`src/rtl/io_bus_master.sv`:
```
// IoBus initiator: turns single client requests into one IoBus read/write cycle
// and returns exactly one response (data + status) per accepted request.
module io_bus_master #(
  parameter int unsigned CTimeout  = 16,
  parameter logic [15:0] CAddrMask = 16'hFFFF
) (
  input  logic        AClkH,
  input  logic        AResetH,
  input  logic        AClkHEn,
  input  logic        AReqValid,
  output logic        AReqReady,
  input  logic        AReqWr,
  input  logic [3:0]  AReqSize,
  input  logic [15:0] AReqAddr,
  input  logic [63:0] AReqData,
  output logic        ARespValid,
  input  logic        ARespReady,
  output logic [63:0] ARespData,
  output logic [1:0]  ARespStat,
  output logic [15:0] AIoAddr,
  output logic [63:0] AIoMosi,
  output logic [3:0]  AIoWrSize,
  output logic [3:0]  AIoRdSize,
  input  logic [63:0] AIoMiso,
  input  logic        AIoAddrAck,
  input  logic        AIoAddrErr
);

  localparam int unsigned AW = 16;
  localparam int unsigned DW = 64;
  localparam int unsigned SW = 4;
  localparam int unsigned CW = 16;
  localparam int unsigned STW = 2;

  localparam logic [STW-1:0] StatOk      = 2'd0;
  localparam logic [STW-1:0] StatAddrErr = 2'd1;
  localparam logic [STW-1:0] StatTimeout = 2'd2;
  localparam logic [STW-1:0] StatBadSize = 2'd3;

  localparam logic [CW-1:0] CntLast = CW'(CTimeout - 1);

  typedef enum logic [1:0] {
    StIdle,
    StAccess,
    StResp
  } state_e;

  state_e         state_q, state_d;
  logic           ready_q, ready_d;
  logic [CW-1:0]  cnt_q, cnt_d;
  logic           resp_valid_q, resp_valid_d;
  logic [DW-1:0]  resp_data_q, resp_data_d;
  logic [STW-1:0] resp_stat_q, resp_stat_d;
  logic [AW-1:0]  io_addr_q, io_addr_d;
  logic [DW-1:0]  io_mosi_q, io_mosi_d;
  logic [SW-1:0]  io_wr_q, io_wr_d;
  logic [SW-1:0]  io_rd_q, io_rd_d;
  logic           size_ok_c;

  // Read data mask from the active read strobe; a write strobe leaves it zero.
  function automatic logic [DW-1:0] rd_mask(input logic [SW-1:0] s);
    logic [DW-1:0] m;
    m = '0;
    case (s)
      4'b0001: m = DW'(64'h0000_0000_0000_00FF);
      4'b0010: m = DW'(64'h0000_0000_0000_FFFF);
      4'b0100: m = DW'(64'h0000_0000_FFFF_FFFF);
      4'b1000: m = '1;
      default: m = '0;
    endcase
    return m;
  endfunction

  assign size_ok_c = (AReqSize != '0) && ((AReqSize & (AReqSize - SW'(1))) == '0);

  // Next-state and registered-output logic.
  always_comb begin
    state_d      = state_q;
    cnt_d        = cnt_q;
    resp_valid_d = resp_valid_q;
    resp_data_d  = resp_data_q;
    resp_stat_d  = resp_stat_q;
    io_addr_d    = io_addr_q;
    io_mosi_d    = io_mosi_q;
    io_wr_d      = io_wr_q;
    io_rd_d      = io_rd_q;

    case (state_q)
      StIdle: begin
        if (AReqValid && ready_q) begin
          cnt_d = '0;
          if (!size_ok_c) begin
            state_d      = StResp;
            resp_valid_d = 1'b1;
            resp_data_d  = '0;
            resp_stat_d  = StatBadSize;
          end else begin
            state_d   = StAccess;
            io_addr_d = AReqAddr & CAddrMask;
            io_mosi_d = AReqData;
            io_wr_d   = AReqWr ? AReqSize : '0;
            io_rd_d   = AReqWr ? '0 : AReqSize;
          end
        end
      end

      StAccess: begin
        if (AIoAddrErr || AIoAddrAck || (cnt_q == CntLast)) begin
          state_d      = StResp;
          resp_valid_d = 1'b1;
          io_addr_d    = '0;
          io_mosi_d    = '0;
          io_wr_d      = '0;
          io_rd_d      = '0;
          if (AIoAddrErr) begin
            resp_data_d = '0;
            resp_stat_d = StatAddrErr;
          end else if (AIoAddrAck) begin
            resp_data_d = AIoMiso & rd_mask(io_rd_q);
            resp_stat_d = StatOk;
          end else begin
            resp_data_d = '0;
            resp_stat_d = StatTimeout;
          end
        end else begin
          cnt_d = cnt_q + CW'(1);
        end
      end

      StResp: begin
        if (ARespReady) begin
          state_d      = StIdle;
          cnt_d        = '0;
          resp_valid_d = 1'b0;
          resp_data_d  = '0;
          resp_stat_d  = StatOk;
        end
      end

      default: state_d = StIdle;
    endcase

    // Ready only while sitting in IDLE, so never in the response handshake cycle.
    ready_d = (state_d == StIdle);
  end

  always_ff @(posedge AClkH) begin
    if (AClkHEn) begin
      if (AResetH) begin
        state_q      <= StIdle;
        ready_q      <= 1'b0;
        cnt_q        <= '0;
        resp_valid_q <= 1'b0;
        resp_data_q  <= '0;
        resp_stat_q  <= StatOk;
        io_addr_q    <= '0;
        io_mosi_q    <= '0;
        io_wr_q      <= '0;
        io_rd_q      <= '0;
      end else begin
        state_q      <= state_d;
        ready_q      <= ready_d;
        cnt_q        <= cnt_d;
        resp_valid_q <= resp_valid_d;
        resp_data_q  <= resp_data_d;
        resp_stat_q  <= resp_stat_d;
        io_addr_q    <= io_addr_d;
        io_mosi_q    <= io_mosi_d;
        io_wr_q      <= io_wr_d;
        io_rd_q      <= io_rd_d;
      end
    end
  end

  assign AReqReady  = ready_q;
  assign ARespValid = resp_valid_q;
  assign ARespData  = resp_data_q;
  assign ARespStat  = resp_stat_q;
  assign AIoAddr    = io_addr_q;
  assign AIoMosi    = io_mosi_q;
  assign AIoWrSize  = io_wr_q;
  assign AIoRdSize  = io_rd_q;

endmodule

```
`config.mk`:
```
export PLATFORM = sky130hd
export DESIGN_NAME = io_bus_master
export DESIGN_NICKNAME = d
export VERILOG_FILES = /design/src/rtl/io_bus_master.sv
export SDC_FILE = /design/constraint.sdc
export NUM_CORES = 1
export LEC_CHECK = 0
export CAP_MARGIN = 10
export CORE_MARGIN = 4
export CORE_UTILIZATION = 40
export DETAILED_ROUTE_END_ITERATION = 6
export PLACE_DENSITY = 0.78
export SLEW_MARGIN = 15
export SYNTH_ARGS = -nofsm -noshare
export SYNTH_HDL_FRONTEND = slang
export SYNTH_SLANG_ARGS = --single-unit
```
`constraint.sdc`:
```
create_clock -name AClkH -period 8.48 [get_ports AClkH]
set_clock_uncertainty 0.15 [all_clocks]
set_input_delay 1.696 -clock AClkH [delete_from_list [all_inputs] [get_ports AClkH]]
set_output_delay 1.696 -clock AClkH [all_outputs]
set_load 0.02 [all_outputs]
```
==> metrics <==
status=complete, no violations; #FFs+latches synth=174; prevailing post-synth register cell=edfxtp_1; drt via density=4.710; syn avg cell area=between 15 and 20 sq um; largest net degree at the start of global routing=89; largest area contributor in the netlist=edfxtp_1; Global Route Usage Sum=18.89%; Design Power=2.091 mW; Comb pwr share=around 14%; Placement Setup Slack=3.630 ns; vias in the first global route=5040; Synth Instances=~460; first drt pass iteration count=4; fin util=between 60% and 70%; HP Class=register to register; Sink Count=around 170; max_cap viols=0; # rows=48; Vias=4752; CP Launch Type=input pin; top-area cell type share of the netlist area=74.64%; Synth area leaders=edfxtp_1 75%, and2_1 13%, nor2_1 1.3%; FFs w/ async S/R, synth=0%; DRC violations left=0; Lkg Pwr=approximately 3.9 nW; placed instance count=approximately 1000; first-pass GRT wire length=28.19 mm; # IOs=312; Highest Signal Layer=met4; Ys Warns=0; Root Buffer=clkbuf_16; Post-Route WL=18.52 mm; final hold violations=0; Switch Pwr=between 0.4 and 0.5 mW; Starting Density=40.61%; Routed met1 length=about 6.3 mm; Least-Margin Pin Slew=slightly above 0.8 ns; drt initial violations=approximately 170; H-tree Lvls=4; sequential-to-total area share from yosys stat=74.64%; commonest non-fill, non-tap cell in the layout=clkdlybuf4s50_1; clock share of power=36.8%; Tcrit/Tclk final=50.99%; Crit path arrival time=~4.5 ns; Worst Path Required=about 8.6 ns; final setup violation count=0; drt wl/cell=18.36 microns; Setup Buffers After CTS=0; clock tree from TritonCTS=done; syn_nets=617; antenna violations before repair=0; CTS buffer count=17; Worst Setup Path Type=input pin to register; Layout area overhead=56.62%; fin nets=933; Slew headroom=45.03%; fraction of layout cells with a size suffix above 1=5.612%; maximum clock rate=approximately 230 MHz; most frequent cells in the layout=311 x clkdlybuf4s50_1, 174 x edfxtp_1, 150 x and2_1, 22 x nor2_1, 17 x clkbuf_16; crit-path max FO=32; Internal=1.602 mW; mapped cell area=7000 sq um; Setup crit end kind=register; ant diodes=0; met3 routed WL=2.312 mm; Core Area=17240 sq um; Slew Viols, Final=0; hold_buf cts=0; pwr/cell area=190.7 nW/um^2; setup ws final=4.156 ns; VDD IR max=0.1219 mV; Min Clock Period, post-route=between 4 and 5 ns; post-cts resize count=0; Non-Filler Instances=1009; RSZ-0062 raised after global routing=no; Die Height=140.3 microns; CTS Buffer Depth=2; EDFF count, synth=174; IO Port Bufs=311; post-DP HPWL=14.20 mm; Synth cell types=37; Reg power frac=roughly 49%; setup_tns=0 ns; switching share of total power=23.42%; clock slew at reported path FFs=0.06 ns; DRT antenna net count=0; total grt overflow=0; gpl congestion=0.7856; clk_lat worst skew=between 0.4 and 0.5 ns; WL met2=9.370 mm; Die Wd=140.3 microns; die area=roughly 20000 sq um
==> worst max-delay path, stage by stage <==
cell	delay (ns)
clkdlybuf4s50_1	0.69
nand2b_1	0.57
nor4b_1	0.50
and3_1	0.76
and2_1	0.23
==> cells in the mapped netlist (all sizes together), types with 2 or more instances <==
cell and number:
buf 2, or4b 2, xor2 8, xnor2 5, inv 4, nand2b 5
or4 3, nor3 2, a221oi 2, a22oi 2, nor2b 2, nor2 25
edfxtp 174, or3 3, and3 8, a21oi 7, ha 5, and2 150
nand3 7, o21ai 5, nand4 3, clkbuf 15, nand2 4
==> flip-flops by register name, indices dropped and copies added, names as in the netlist <==
| name | count |
|---|---|
| cnt_q | 16 |
| AIoAddr | 16 |
| ARespData | 64 |
| state_q | 2 |
| AIoMosi | 64 |
| AIoWrSize | 4 |
| AReqReady | 1 |
| ARespValid | 1 |
| AIoRdSize | 4 |
| ARespStat | 2 |
==> path summary, 6_finish.rpt <==
kind	cells past startpoint	endpoint	slack [ns]	start
setup / recovery	5	ARespData[42]$_SDFFCE_PP0P_	4.16	AResetH
hold / removal	1	cnt_q[0]$_SDFFCE_PP0P_	0.44	cnt_q[0]$_SDFFCE_PP0P_
setup reg to reg	6	ARespData[42]$_SDFFCE_PP0P_	5.22	state_q[1]$_SDFFCE_PP0P_
hold reg to reg	1	cnt_q[0]$_SDFFCE_PP0P_	0.44	cnt_q[0]$_SDFFCE_PP0P_
==> through the flow <==
step                      instance area, sq um  hold slack (ns)
after detailed placement                 10350           0.4326
final                                    10960           0.4376
after global routing                     10960           0.4787
after CTS                                10930           0.4416
after global placement                   10350           0.4295
after floorplan                           7000           0.4126
==> metal layers <==
metal	up-vias	GRT usage (%)
met5	-	0
met4	0	8.057
met3	37	9.560
met2	253	32.61
met1	2207	19.27
li1	2255	-
==> power groups by stage <==
stage / sequential [mW] / clock [mW] / combinational, mW
2_1_floorplan: 1.10 / 0 / 0.0608
4_1_cts: 1.03 / 0.787 / 0.299
6_report: 1.02 / 0.770 / 0.297
5_1_grt: 1.03 / 0.830 / 0.316
3_3_place_gp: 1.04 / 0 / 0.293
3_5_place_dp: 1.04 / 0 / 0.297
==> area by class of cell <==
type / instances / area, sq um
Clock inverter: 14 / 155.1
Clock buffer: 17 / 425.4
Multi-Input combinational cell: 261 / 1707
Inverter: 4 / 15.01
Sequential cell: 174 / 5225
Fill cell: 1275 / 6272
Timing Repair Buffer: 314 / 3156
Tap cell: 225 / 281.5
==> kinds of logic (layout without fill, tap and decap cells) <==
family                   count (synthesis)  in the layout  synth area share (%)
AO/OA/AOI/OAI                           21             21                 2.341
XOR/XNOR                                13             13                 1.626
adder cells (fa/ha/maj)                  5              5                0.8937
buffers and inverters                   21            349                 1.340
flip-flops                             174            174                 74.64
AND/OR/NAND/NOR                        222            222                 19.16
No activity file was read; power rests on OpenSTA's default activity.
